### src/rtl/dmem_image_streamer_pkg.sv
// Shared types and image constants for the dmem image streamer.
package dmem_stream_pkg;

  // Streamer control states.
  typedef enum logic [1:0] {
    IDLE  = 2'd0,
    REQ   = 2'd1,
    FETCH = 2'd2,
    DRAIN = 2'd3
  } state_t;

  // Processed image geometry, one pixel per dmem word.
  localparam int IMG_W     = 360;
  localparam int IMG_H     = 360;
  localparam int IMG_WORDS = IMG_W * IMG_H;

  // Number of words the data memory decodes; addresses at or above read as 0.
  localparam int DMEM_DEPTH = 131072;

endpackage

### src/rtl/dmem_image_streamer_if.sv
// Bus bundle of the streamer: dmem read port plus the outbound word stream.
interface dmem_image_streamer_if #(
  parameter int ADDR_W = 32,
  parameter int DATA_W = 32
);
  logic              mem_req;
  logic              mem_gnt;
  logic [ADDR_W-1:0] mem_addr;
  logic              mem_we;
  logic [DATA_W-1:0] mem_rd;
  logic [DATA_W-1:0] m_data;
  logic              m_valid;
  logic              m_ready;
  logic              m_last;

  // Streamer side: owns the request, address and stream outputs.
  modport master (
    output mem_req, mem_addr, mem_we, m_data, m_valid, m_last,
    input  mem_gnt, mem_rd, m_ready
  );

  // Environment side: arbiter, memory and stream sink.
  modport slave (
    input  mem_req, mem_addr, mem_we, m_data, m_valid, m_last,
    output mem_gnt, mem_rd, m_ready
  );
endinterface

### src/rtl/dmem_image_streamer_fifo.sv
// Small synchronous skid FIFO with first-word-fall-through head and occupancy count.
module stream_fifo #(
  parameter int DEPTH = 4,
  parameter int WIDTH = 32
) (
  input  logic                       clk,
  input  logic                       rst_n,
  input  logic                       push,
  input  logic [WIDTH-1:0]           push_data,
  input  logic                       pop,
  output logic [WIDTH-1:0]           head,
  output logic [$clog2(DEPTH+1)-1:0] count,
  output logic                       empty
);
  localparam int CNT_W = $clog2(DEPTH + 1);
  localparam int PTR_W = (DEPTH > 1) ? $clog2(DEPTH) : 1;

  logic [WIDTH-1:0] mem_reg [DEPTH];
  logic [PTR_W-1:0] wr_ptr_reg;
  logic [PTR_W-1:0] rd_ptr_reg;
  logic [CNT_W-1:0] count_reg;
  logic             do_push;
  logic             do_pop;

  function automatic logic [PTR_W-1:0] ptr_inc(input logic [PTR_W-1:0] p);
    return (p == PTR_W'(DEPTH - 1)) ? '0 : p + 1'b1;
  endfunction

  // A push into a full FIFO is accepted only when a pop frees the slot on the same edge.
  assign do_pop  = pop && (count_reg != '0);
  assign do_push = push && ((count_reg != CNT_W'(DEPTH)) || do_pop);

  // Pointer and occupancy bookkeeping.
  always_ff @(posedge clk or negedge rst_n) begin
    if (!rst_n) begin
      wr_ptr_reg <= '0;
      rd_ptr_reg <= '0;
      count_reg  <= '0;
    end else begin
      if (do_push) wr_ptr_reg <= ptr_inc(wr_ptr_reg);
      if (do_pop)  rd_ptr_reg <= ptr_inc(rd_ptr_reg);
      case ({do_push, do_pop})
        2'b10:   count_reg <= count_reg + 1'b1;
        2'b01:   count_reg <= count_reg - 1'b1;
        default: count_reg <= count_reg;
      endcase
    end
  end

  // Storage write; contents need no reset because occupancy gates every read.
  always_ff @(posedge clk) begin
    if (do_push) mem_reg[wr_ptr_reg] <= push_data;
  end

  assign head  = mem_reg[rd_ptr_reg];
  assign count = count_reg;
  assign empty = (count_reg == '0);
endmodule

### src/rtl/dmem_image_streamer.sv
// Reads an image out of dmem with sequential word reads and streams it on valid/ready.
module dmem_image_streamer #(
  parameter int ADDR_W     = 32,
  parameter int DATA_W     = 32,
  parameter int IMG_WORDS  = dmem_stream_pkg::IMG_WORDS,
  parameter int RD_LAT     = 1,
  parameter int FIFO_DEPTH = 4   // must cover RD_LAT+1 for full throughput
) (
  input  logic                  clk,
  input  logic                  rst_n,
  input  logic                  start,
  input  logic [ADDR_W-1:0]     base_addr,
  dmem_image_streamer_if.master bus,
  output logic                  busy,
  output logic                  done
);
  import dmem_stream_pkg::*;

  localparam int CNT_W  = $clog2(IMG_WORDS + 1);
  localparam int FCNT_W = $clog2(FIFO_DEPTH + 1);
  localparam int LAT_W  = $clog2(RD_LAT + 1);
  localparam logic [CNT_W-1:0] LAST_IDX  = CNT_W'(IMG_WORDS - 1);
  localparam logic [CNT_W-1:0] ALL_WORDS = CNT_W'(IMG_WORDS);

  state_t              state_reg;
  state_t              state_next;
  logic [ADDR_W-1:0]   base_reg;
  logic [CNT_W-1:0]    issue_cnt_reg;
  logic [CNT_W-1:0]    deliver_cnt_reg;
  logic [RD_LAT-1:0]   tok_reg;
  logic [LAT_W-1:0]    inflight;
  logic [FCNT_W-1:0]   fifo_count;
  logic                fifo_empty;
  logic [DATA_W-1:0]   fifo_head;
  logic                issue;
  logic                push;
  logic                pop;
  logic                credit_ok;
  logic                start_accept;

  assign start_accept = (state_reg == IDLE) && start;
  // The oldest token marks the cycle in which mem_rd carries the matching word.
  assign push = tok_reg[RD_LAT-1];
  assign pop  = !fifo_empty && bus.m_ready;
  // Every issued read already owns a FIFO slot, so a landing word can never overflow.
  assign credit_ok = (int'(fifo_count) + int'(inflight)) < FIFO_DEPTH;

  // Number of reads issued whose data has not yet reached the FIFO.
  always_comb begin
    inflight = '0;
    for (int i = 0; i < RD_LAT; i++) begin
      inflight = inflight + LAT_W'(tok_reg[i]);
    end
  end

  // State register.
  always_ff @(posedge clk or negedge rst_n) begin
    if (!rst_n) state_reg <= IDLE;
    else        state_reg <= state_next;
  end

  // Next-state, read issue and completion pulse.
  always_comb begin
    state_next = state_reg;
    issue      = 1'b0;
    done       = 1'b0;
    case (state_reg)
      IDLE: begin
        if (start) state_next = REQ;
      end
      REQ: begin
        if (bus.mem_gnt) state_next = FETCH;
      end
      FETCH: begin
        issue = bus.mem_gnt && (issue_cnt_reg < ALL_WORDS) && credit_ok;
        if ((issue && (issue_cnt_reg == LAST_IDX)) || (issue_cnt_reg >= ALL_WORDS)) begin
          state_next = DRAIN;
        end
      end
      DRAIN: begin
        if (fifo_empty && (deliver_cnt_reg == ALL_WORDS) && (inflight == '0)) begin
          done       = 1'b1;
          state_next = IDLE;
        end
      end
      default: state_next = IDLE;
    endcase
  end

  // Base latch plus issue and delivery counters; a start while busy never reaches here.
  always_ff @(posedge clk or negedge rst_n) begin
    if (!rst_n) begin
      base_reg        <= '0;
      issue_cnt_reg   <= '0;
      deliver_cnt_reg <= '0;
    end else if (start_accept) begin
      base_reg        <= base_addr;
      issue_cnt_reg   <= '0;
      deliver_cnt_reg <= '0;
    end else begin
      if (issue) issue_cnt_reg   <= issue_cnt_reg + 1'b1;
      if (pop)   deliver_cnt_reg <= deliver_cnt_reg + 1'b1;
    end
  end

  // Read-latency token pipeline, one stage per RAM latency edge.
  always_ff @(posedge clk or negedge rst_n) begin
    if (!rst_n) begin
      tok_reg <= '0;
    end else begin
      tok_reg[0] <= issue;
      for (int i = 1; i < RD_LAT; i++) begin
        tok_reg[i] <= tok_reg[i-1];
      end
    end
  end

  stream_fifo #(
    .DEPTH (FIFO_DEPTH),
    .WIDTH (DATA_W)
  ) u_fifo (
    .clk       (clk),
    .rst_n     (rst_n),
    .push      (push),
    .push_data (bus.mem_rd),
    .pop       (pop),
    .head      (fifo_head),
    .count     (fifo_count),
    .empty     (fifo_empty)
  );

  // Address is base plus words issued, wrapping naturally in ADDR_W bits;
  // it holds whenever issue stalls on grant or credit.
  assign bus.mem_addr = base_reg + ADDR_W'(issue_cnt_reg);
  assign bus.mem_req  = (state_reg == REQ) || (state_reg == FETCH);
  assign bus.mem_we   = 1'b0;
  assign bus.m_data   = fifo_head;
  assign bus.m_valid  = !fifo_empty;
  assign bus.m_last   = !fifo_empty && (deliver_cnt_reg == LAST_IDX);
  assign busy         = (state_reg != IDLE);
endmodule

### src/flat_wrapper.sv
// flat-port wrapper written by rule: the top's interface ports become plain ports
module dmem_image_streamer_flat import dmem_stream_pkg::*;
#(
  parameter int ADDR_W     = 32,
  parameter int DATA_W     = 32,
  parameter int IMG_WORDS  = dmem_stream_pkg::IMG_WORDS,
  parameter int RD_LAT     = 1,
  parameter int FIFO_DEPTH = 4                                             
)
  (clk, rst_n, start, base_addr, busy, done, bus_mem_req, bus_mem_addr, bus_mem_we, bus_m_data, bus_m_valid, bus_m_last, bus_mem_gnt, bus_mem_rd, bus_m_ready);
  dmem_image_streamer_if #(.ADDR_W(ADDR_W), .DATA_W(DATA_W)) bus_i ();
  input  logic clk;
  input  logic rst_n;
  input  logic start;
  input  logic [ADDR_W-1:0] base_addr;
  output logic busy;
  output logic done;
  output wire logic [$bits(bus_i.mem_req)-1:0] bus_mem_req;
  output wire logic [$bits(bus_i.mem_addr)-1:0] bus_mem_addr;
  output wire logic [$bits(bus_i.mem_we)-1:0] bus_mem_we;
  output wire logic [$bits(bus_i.m_data)-1:0] bus_m_data;
  output wire logic [$bits(bus_i.m_valid)-1:0] bus_m_valid;
  output wire logic [$bits(bus_i.m_last)-1:0] bus_m_last;
  input wire logic [$bits(bus_i.mem_gnt)-1:0] bus_mem_gnt;
  input wire logic [$bits(bus_i.mem_rd)-1:0] bus_mem_rd;
  input wire logic [$bits(bus_i.m_ready)-1:0] bus_m_ready;
  assign bus_mem_req = bus_i.mem_req;
  assign bus_mem_addr = bus_i.mem_addr;
  assign bus_mem_we = bus_i.mem_we;
  assign bus_m_data = bus_i.m_data;
  assign bus_m_valid = bus_i.m_valid;
  assign bus_m_last = bus_i.m_last;
  assign bus_i.mem_gnt = bus_mem_gnt;
  assign bus_i.mem_rd = bus_mem_rd;
  assign bus_i.m_ready = bus_m_ready;
  dmem_image_streamer #(.ADDR_W(ADDR_W), .DATA_W(DATA_W), .IMG_WORDS(IMG_WORDS), .RD_LAT(RD_LAT), .FIFO_DEPTH(FIFO_DEPTH)) u_core (.clk(clk), .rst_n(rst_n), .start(start), .base_addr(base_addr), .bus(bus_i), .busy(busy), .done(done));
endmodule
### config.mk
export PLATFORM = sky130hd
export DESIGN_NAME = dmem_image_streamer_flat
export DESIGN_NICKNAME = d
export VERILOG_FILES = /design/src/rtl/dmem_image_streamer_pkg.sv /design/src/rtl/dmem_image_streamer_if.sv /design/src/rtl/dmem_image_streamer_fifo.sv /design/src/rtl/dmem_image_streamer.sv /design/src/flat_wrapper.sv
export SDC_FILE = /design/constraint.sdc
export NUM_CORES = 1
export LEC_CHECK = 0
export CORE_ASPECT_RATIO = 1.5
export CORE_MARGIN = 2
export CORE_UTILIZATION = 49
export DETAILED_ROUTE_END_ITERATION = 10
export PLACE_DENSITY = 0.76
export RECOVER_POWER = 25
export SLEW_MARGIN = 10
export SYNTH_ARGS = -nofsm -noshare
export SYNTH_HDL_FRONTEND = slang
export SYNTH_SLANG_ARGS = --single-unit
export TNS_END_PERCENT = 1
### constraint.sdc
create_clock -name clk -period 2.7 [get_ports clk]
set_input_delay 0.405 -clock clk [delete_from_list [all_inputs] [get_ports clk]]
set_output_delay 0.405 -clock clk [all_outputs]
set_load 0.05 [all_outputs]
==> insert_results.sql, run 1 <==
INSERT INTO impl_metrics (metric_group, metric, value, unit) VALUES
('sta', 'final.hold.worst_slack', '0.0858', 'ns'),
('flow_run', 'max_cap_viol_count', '0', ''),
('sta', 'relSlewSlack', '33.5', '%'),
('clock_network', 'clkTransAtPathRegs', '0.07', 'ns'),
('worst_setup_path', 'endpoint_kind_of_the_worst_setup_timing_path', 'primary output', ''),
('worst_setup_path', 'register_to_register_setup_slack', '0.57', 'ns'),
('drt', 'final_routed_drc_violation_total', '0', ''),
('clock_network', 'tritoncts_num_sinks', '204', ''),
('sta', 'final_hold_viol_count', '0', ''),
('sta', 'final_period_minus_worst_setup_slack', '3.37', 'ns'),
('sta', 'final_critical_path_setup_slack', '-0.675', 'ns'),
('layout', 'largest_reg_flops', '128', ''),
('layout', 'area_delta_synth_final', '40.0', '%'),
('clock_network', 'clk_latency', '0.49', 'ns'),
('synth', 'synthDistinctLibCells', '62', ''),
('sta', 'setup_viol', '27', ''),
('power_and_ir_drop', 'peakVddDrop', '897', 'uV'),
('place', 'routability_congestion', '0.880', ''),
('worst_setup_path', 'cp.required', '2.30', 'ns'),
('sta', 'layout_worst_path_cycle_share', '125', '%'),
('die', 'die_width', '117', 'um'),
('worst_setup_path', 'critPathCapture', 'bus_mem_addr[16]', ''),
('grt', 'antenna_found_initial', '0', ''),
('synth', 'synthesis.instances', '663', ''),
('die', 'floorplan.initialDensity', '49.4', '%'),
('drt', 'routed-via-count', '6317', ''),
('place', 'io_buffer_count', '137', ''),
('clock_network', 'root_driver', 'sky130_fd_sc_hd__clkbuf_16', ''),
('worst_setup_path', 'crit-reg2reg-launch', 'u_core.issue_cnt_reg[8]$_DFFE_PN0P_', ''),
('drt', 'dr_vias_cell', '5.59', ''),
('sta', 'timing.final.max_slew_violations', '0', ''),
('sta', 'timing.clock.skew', '0.0163', 'ns'),
('synth', 'synth_area', '9400', 'sq um'),
('clock_network', 'cts_inserted_buffers', '20', ''),
('die', 'placement_rows', '62', ''),
('place', 'hpwlAfterDp', '15300', 'um'),
('synth', 'synth_async_sr_flop_share', '37.3', '%'),
('worst_setup_path', 'timing.reg2reg.worst_path_depth', '7', ''),
('layout', 'fraction_of_final_layout_cells_sized_beyond_drive_strength_1', '33.5', '%'),
('grt', 'grt_overflow_total', '0', ''),
('layout', 'layout_commonest_cell', 'sky130_fd_sc_hd__edfxtp_1', ''),
('drt', 'dr.pass1.iters', '4', ''),
('sta', 'max_freq', '296', 'MHz'),
('clock_network', 'cts.hold.buffers_added', '0', ''),
('hold_path', 'hold_path_class', 'in2async', ''),
('synth', 'postSynthNetCount', '765', ''),
('run_status', 'failing_checks', 'setup timing', ''),
('layout', 'nNetsFinal', '963', ''),
('layout', 'n_fill_cell', '1219', ''),
('drt', 'drt_wl_total', '21800', 'um'),
('grt', 'grt_pass1_wl', '34700', 'um'),
('die', 'die_area', '20300', 'sq um'),
('synth', 'synth.yosys.warnings', '0', ''),
('synth', 'yosys-top-cells-area', 'sky130_fd_sc_hd__edfxtp_1 (41%), sky130_fd_sc_hd__dfrtp_1 (20%), sky130_fd_sc_hd__mux4_2 (7.7%)', ''),
('sta', 'grt_setup_unrepaired', 'yes', ''),
('drt', 'drt_iter0_markers', '444', ''),
('run_status', 'run_status', 'finished, violations left', ''),
('layout', 'antennaDiodeCount', '0', ''),
('die', 'floorplan.die.height', '174', 'um'),
('grt', 'maximum_number_of_pins_on_one_net_before_global_route_repair', '43', ''),
('synth', 'synth-edff-count', '128', ''),
('sta', 'worstMarginPinSlew', '0.997', 'ns'),
('die', 'design.core.area', '19000', 'sq um'),
('power_and_ir_drop', 'power.density_cell_area', '1120', 'nW/um^2'),
('synth', 'syn-mean-instance-area', '14.2', 'sq um'),
('layout', 'stdcell_count', '1131', ''),
('synth', 'synth.largest_area_cell', 'sky130_fd_sc_hd__edfxtp_1', ''),
('power_and_ir_drop', 'power.static_leakage', '5.13', 'nW'),
('grt', 'first_global_vias', '6962', ''),
('clock_network', 'cts_max_path_buffers', '3', ''),
('layout', 'mostFrequentLayoutCells', 'sky130_fd_sc_hd__edfxtp_1 (128), sky130_fd_sc_hd__dfrtp_1 (75), sky130_fd_sc_hd__buf_12 (62), sky130_fd_sc_hd__buf_4 (62), sky130_fd_sc_hd__nor2_1 (55)', '');
==> final cells by class <==
cell class                 count  area [sq um]  share of cell area, %
sequential                   204          5750                   43.7
tap                          256           320                   2.43
inverter                      20          75.1                  0.571
multi-input combinational    415          3870                   29.5
timing repair buffer         200          2490                   18.9
clock buffer                  24           557                   4.23
clock inverter                12          93.8                  0.713
==> logic make-up (layout without fill, tap and decap cells) <==
logic type	after synthesis	count (layout)	share of synthesized area, %
fa+ha+maj	33	33	4.55
other cells	1	1	0.0399
mux	68	68	12.0
buf+inv	44	256	1.90
compound gates	69	69	5.39
xor+xnor	60	60	5.59
flops	204	204	61.1
simple gates	184	184	9.41
==> cells in the mapped netlist (3+ instances only) <==
cell type and n:
sky130_fd_sc_hd__nor3_1 7, sky130_fd_sc_hd__xor2_1 38, sky130_fd_sc_hd__and2_1 9, sky130_fd_sc_hd__a31oi_1 3, sky130_fd_sc_hd__o21ai_0 6, sky130_fd_sc_hd__edfxtp_1 128, sky130_fd_sc_hd__and4_1 4, sky130_fd_sc_hd__o21ai_1 5
sky130_fd_sc_hd__and3_1 6, sky130_fd_sc_hd__nand3_1 20, sky130_fd_sc_hd__xnor2_1 22, sky130_fd_sc_hd__nand4_1 15, sky130_fd_sc_hd__nor2_1 62, sky130_fd_sc_hd__a21o_1 6, sky130_fd_sc_hd__mux2_2 35, sky130_fd_sc_hd__ha_1 31
sky130_fd_sc_hd__a211oi_1 6, sky130_fd_sc_hd__dfrtp_1 76, sky130_fd_sc_hd__buf_2 8, sky130_fd_sc_hd__inv_1 20, sky130_fd_sc_hd__clkbuf_1 14, sky130_fd_sc_hd__nor4_1 4, sky130_fd_sc_hd__a21oi_1 17, sky130_fd_sc_hd__nand2_1 45
sky130_fd_sc_hd__mux4_2 32
==> layer usage <==
layer,up-vias,routed length [um],part of all wire [%],global-route usage (%)
met4,0,758,3.5,7.79
met5,-,0,0,0
met3,59,1270,5.8,4.41
met2,233,12200,56,40.8
li1,2851,-,-,-
met1,3174,7590,35,23.1
==> worst min path at each step <==
stage                                                    endpoint  slack, ns                                     from
after floorplan                    u_core.base_reg[0]$_DFFE_PN0P_       0.11                                    rst_n
after global placement    u_core.u_fifo.rd_ptr_reg[1]$_DFFE_PN0N_       0.49  u_core.u_fifo.rd_ptr_reg[1]$_DFFE_PN0N_
after detailed placement  u_core.u_fifo.rd_ptr_reg[1]$_DFFE_PN0N_       0.50  u_core.u_fifo.rd_ptr_reg[1]$_DFFE_PN0N_
after CTS                         u_core.base_reg[12]$_DFFE_PN0P_       0.11                                    rst_n
after global routing              u_core.base_reg[12]$_DFFE_PN0P_       0.15                                    rst_n
final                             u_core.base_reg[12]$_DFFE_PN0P_       0.09                                    rst_n
==> critical path, cell delays in order (launching register included) <==
cell and delay, ns:
sky130_fd_sc_hd__dfrtp_1 0.39, sky130_fd_sc_hd__ha_2 0.21, sky130_fd_sc_hd__fa_2 0.39, sky130_fd_sc_hd__a211oi_4 0.28, sky130_fd_sc_hd__nor2_2 0.08, sky130_fd_sc_hd__o31ai_2 0.28
sky130_fd_sc_hd__buf_4 0.18, sky130_fd_sc_hd__a21oi_4 0.06, sky130_fd_sc_hd__a211oi_2 0.16, sky130_fd_sc_hd__xnor2_1 0.15, sky130_fd_sc_hd__bufbuf_16 0.30
==> timing repair <==
action | in CTS | in global routing
gates resized for setup | 43 | 18
pin swaps | 19 | 5
buffers inserted | 3 | 1
setup endpoints to repair | 28 | 28
==> through the flow <==
step	power, mW	utilization (%)	area, sq um	worst slack (ns)	setup TNS, ns
4_1_cts	14.8	68.7	13000	-0.650	-11.91
3_3_place_gp	11.6	63.7	12100	-0.460	-3.56
5_1_grt	15.4	69.2	13200	-0.764	-13.97
6_report	14.8	69.2	13200	-0.675	-11.58
2_1_floorplan	8.43	-	9460	-0.281	-4.08
3_5_place_dp	11.8	63.7	12100	-0.446	-4.30
==> report_power, final <==
part | switching, mW | total, mW | internal (mW)
Combinational | 4.06 | 7.73 | 3.67
Sequential | 0.492 | 4.30 | 3.81
Clock | 1.15 | 2.72 | 1.58
No activity file was read; power rests on OpenSTA's default activity.
==> inputs of run 2 (changes only) <==
--- a/config.mk
+++ b/config.mk
@@ -11,6 +11,7 @@
 export DETAILED_ROUTE_END_ITERATION = 10
 export PLACE_DENSITY = 0.76
 export RECOVER_POWER = 25
+export REMOVE_ABC_BUFFERS = 1
 export SLEW_MARGIN = 10
 export SYNTH_ARGS = -nofsm -noshare
 export SYNTH_HDL_FRONTEND = slang
==> insert_results.sql, run 2 (same netlist as run 1, synthesis figures left out) <==
INSERT INTO impl_metrics (metric_group, metric, value, unit) VALUES
('worst_setup_path', 'cp_max_fo', '2', ''),
('drt', 'drt_iter0_markers', '424', ''),
('layout', 'mostFrequentLayoutCells', 'sky130_fd_sc_hd__edfxtp_1 (128), sky130_fd_sc_hd__dfrtp_1 (75), sky130_fd_sc_hd__buf_12 (63)', ''),
('die', 'design.portCount', '139', ''),
('drt', 'routed-via-count', '6163', ''),
('layout', 'antennaDiodeCount', '0', ''),
('worst_setup_path', 'startpoint_type', 'register', ''),
('grt', 'first_global_vias', '6980', ''),
('flow_run', 'max_cap_viol_count', '0', ''),
('grt', 'grt_pass1_wl', '33700', 'um'),
('layout', 'finish.instance_area', '13000', 'sq um'),
('die', 'design.core.area', '19000', 'sq um'),
('power_and_ir_drop', 'power.sequential.fraction', '28.8', '%'),
('layout', 'nNetsFinal', '955', ''),
('clock_network', 'cts_max_path_buffers', '3', ''),
('die', 'placement_rows', '62', ''),
('power_and_ir_drop', 'internal_power', '8.99', 'mW'),
('drt', 'antenna_violating_nets_post_route', '0', ''),
('layout', 'area_delta_synth_final', '38.5', '%'),
('sta', 'timing.clock.skew', '0.00874', 'ns'),
('sta', 'setup_viol', '26', ''),
('clock_network', 'tritoncts_num_sinks', '204', ''),
('sta', 'timing.final.max_slew_violations', '0', ''),
('drt', 'dr.pass1.iters', '4', ''),
('grt', 'maximum_number_of_pins_on_one_net_before_global_route_repair', '77', ''),
('sta', 'grt_setup_unrepaired', 'yes', ''),
('grt', 'grt_overflow_total', '0', ''),
('worst_setup_path', 'cp_num_buf_inv', '2', ''),
('sta', 'totalNegativeSetupSlack', '-11.54', 'ns'),
('sta', 'relSlewSlack', '43.1', '%'),
('place', 'routability_congestion', '0.885', ''),
('clock_network', 'cts_tree', 'yes', ''),
('worst_setup_path', 'crit-reg2reg-launch', 'u_core.issue_cnt_reg[8]$_DFFE_PN0P_', ''),
('worst_setup_path', 'timing.critical_path.depth', '10', ''),
('place', 'place_inst', '1083', ''),
('power_and_ir_drop', 'power.density_cell_area', '1130', 'nW/um^2'),
('grt', 'grtUsageTotal', '20.8', '%'),
('sta', 'final.hold.worst_slack', '0.463', 'ns'),
('power_and_ir_drop', 'combPwrFrac', '52.0', '%'),
('layout', 'stdcell_count', '1121', ''),
('clock_network', 'clkTransAtPathRegs', '0.07', 'ns'),
('sta', 'final_period_minus_worst_setup_slack', '3.35', 'ns'),
('worst_setup_path', 'critPathArrivalTime', '2.94', 'ns'),
('worst_setup_path', 'critPathCapture', 'bus_mem_addr[16]', ''),
('worst_setup_path', 'cpLargestDelayFamily', 'compound AO/OA/AOI/OAI gates', ''),
('sta', 'max_freq', '299', 'MHz'),
('die', 'die_area', '20300', 'sq um'),
('grt', 'antenna_found_initial', '0', ''),
('die', 'floorplan.die.height', '174', 'um'),
('sta', 'final_critical_path_setup_slack', '-0.648', 'ns'),
('worst_setup_path', 'endpoint_kind_of_the_worst_setup_timing_path', 'primary output', ''),
('layout', 'n_fill_cell', '1265', ''),
('drt', 'drt_wl_total', '20700', 'um'),
('place', 'detailedPlace.worstSlack', '-0.395', 'ns'),
('worst_setup_path', 'beginning_of_the_critical_path', 'u_core.issue_cnt_reg[0]$_DFFE_PN0P_', ''),
('drt', 'wl_per_cell', '18.5', 'um'),
('place', 'hpwlAfterDp', '14200', 'um'),
('worst_setup_path', 'register_to_register_setup_slack', '0.52', 'ns'),
('clock_network', 'cts_inserted_buffers', '21', ''),
('power_and_ir_drop', 'switching_power', '5.67', 'mW'),
('worst_setup_path', 'timing.critical_path.slowest_cell_delay', '0.41', 'ns'),
('worst_setup_path', 'cp_cell_sequence', 'ha_4, fa_2, a211oi_2, nor2_1, o31ai_1, buf_4, a21oi_1, a211oi_2, xnor2_1, buf_12', ''),
('worst_setup_path', 'worstReg2RegEnd', 'u_core.issue_cnt_reg[13]$_DFFE_PN0P_', ''),
('power_and_ir_drop', 'peakVddDrop', '1010', 'uV'),
('worst_setup_path', 'timing.critical_path.slowest_stage_cell', 'sky130_fd_sc_hd__dfrtp_1', ''),
('clock_network', 'clk_latency', '0.49', 'ns'),
('sta', 'layout_worst_path_cycle_share', '124', '%'),
('power_and_ir_drop', 'power.static_leakage', '5.09', 'nW'),
('layout', 'postLayoutCoreUtil', '68.5', '%'),
('worst_setup_path', 'crit_path_frequent_cell', 'sky130_fd_sc_hd__a211oi_2', ''),
('run_status', 'failing_checks', 'setup timing', ''),
('sta', 'worstMarginPinSlew', '0.853', 'ns'),
('place', 'io_buffer_count', '137', ''),
('power_and_ir_drop', 'swShare', '38.7', '%'),
('sta', 'final_hold_viol_count', '0', ''),
('layout', 'layout_commonest_cell', 'sky130_fd_sc_hd__edfxtp_1', ''),
('layout', 'fraction_of_final_layout_cells_sized_beyond_drive_strength_1', '31.3', '%'),
('die', 'floorplan.initialDensity', '49.4', '%'),
('hold_path', 'hold_path_class', 'in2async', ''),
('power_and_ir_drop', 'total_design_power', '14.7', 'mW'),
('die', 'die_width', '117', 'um'),
('drt', 'dr_vias_cell', '5.50', ''),
('power_and_ir_drop', 'power.clock.fraction', '19.2', '%'),
('place', 'placed_area', '12000', 'sq um'),
('worst_setup_path', 'timing.reg2reg.worst_path_depth', '7', ''),
('run_status', 'run_status', 'finished, violations left', ''),
('clock_network', 'root_driver', 'sky130_fd_sc_hd__clkbuf_16', ''),
('drt', 'final_routed_drc_violation_total', '0', ''),
('worst_setup_path', 'timing_worst_setup_path_type', 'reg2out', ''),
('clock_network', 'cts_htree_levels', '1', ''),
('worst_setup_path', 'cp.required', '2.30', 'ns'),
('layout', 'largest_reg_flops', '128', '');
run 2: changes by cell type in the layout (fill, tap and decap cells not counted), sizes merged:
cell           previous run  this run
bufbuf                    1         0
buf                     128       117
bufinv                    1         2
clkinvlp                  0         3
clkinv                    9         7
clkdlybuf4s50            42        41
dlymetal6s2s              0         1
dlygate4sd3              29        30
clkbuf                   24        23
run 2: power by group through the flow:
stage | clock network, mW | logic (mW) | registers [mW]
CTS | 2.88 | 7.63 | 4.21
global route | 2.99 | 8.03 | 4.29
global placement | 0 | 7.31 | 4.20
floorplan | 0 | 4.03 | 4.30
detailed placement | 0 | 7.45 | 4.25
finish | 2.81 | 7.61 | 4.23
run 2: how the worst min path moves through the flow:
stage,start,to
after floorplan,rst_n,u_core.base_reg[0]$_DFFE_PN0P_
after global placement,rst_n,u_core.base_reg[23]$_DFFE_PN0P_
after detailed placement,rst_n,u_core.base_reg[28]$_DFFE_PN0P_
after CTS,rst_n,u_core.base_reg[29]$_DFFE_PN0P_
after global routing,rst_n,u_core.base_reg[23]$_DFFE_PN0P_
final,rst_n,u_core.base_reg[23]$_DFFE_PN0P_
run 2: what timing repair did:
| item | CTS | global route |
|---|---|---|
| endpoints found under the hold margin | 76 | 0 |
| pin swaps | 16 | 14 |
| endpoints found under the setup margin | 27 | 29 |
| buffers inserted | 2 | 0 |
| gates resized for setup | 31 | 24 |
| hold buffers | 1 | 0 |
run 2: cell type report:
class / instances / area, sq um / share of cell area [%]
Tap cell: 256 / 320 / 2.46
Sequential cell: 204 / 5750 / 44.2
Inverter: 20 / 75.1 / 0.577
Multi-Input combinational cell: 415 / 3760 / 28.9
Timing Repair Buffer: 191 / 2440 / 18.8
Clock buffer: 21 / 526 / 4.04
Clock inverter: 14 / 143 / 1.10
run 2: metal layers:
metal / vias up / routed length (um) / track usage [%]
li1: 2844 / - / -
met1: 3069 / 7260 / 22.3
met2: 205 / 11400 / 38.8
met3: 45 / 1510 / 5.80
met4: 0 / 488 / 6.08
met5: - / 0 / 0
run 2: worst min-delay path: stages:
cell and delay [ns]:
sky130_fd_sc_hd__dlygate4sd3_1 0.52, sky130_fd_sc_hd__buf_2 0.12, sky130_fd_sc_hd__buf_12 0.33
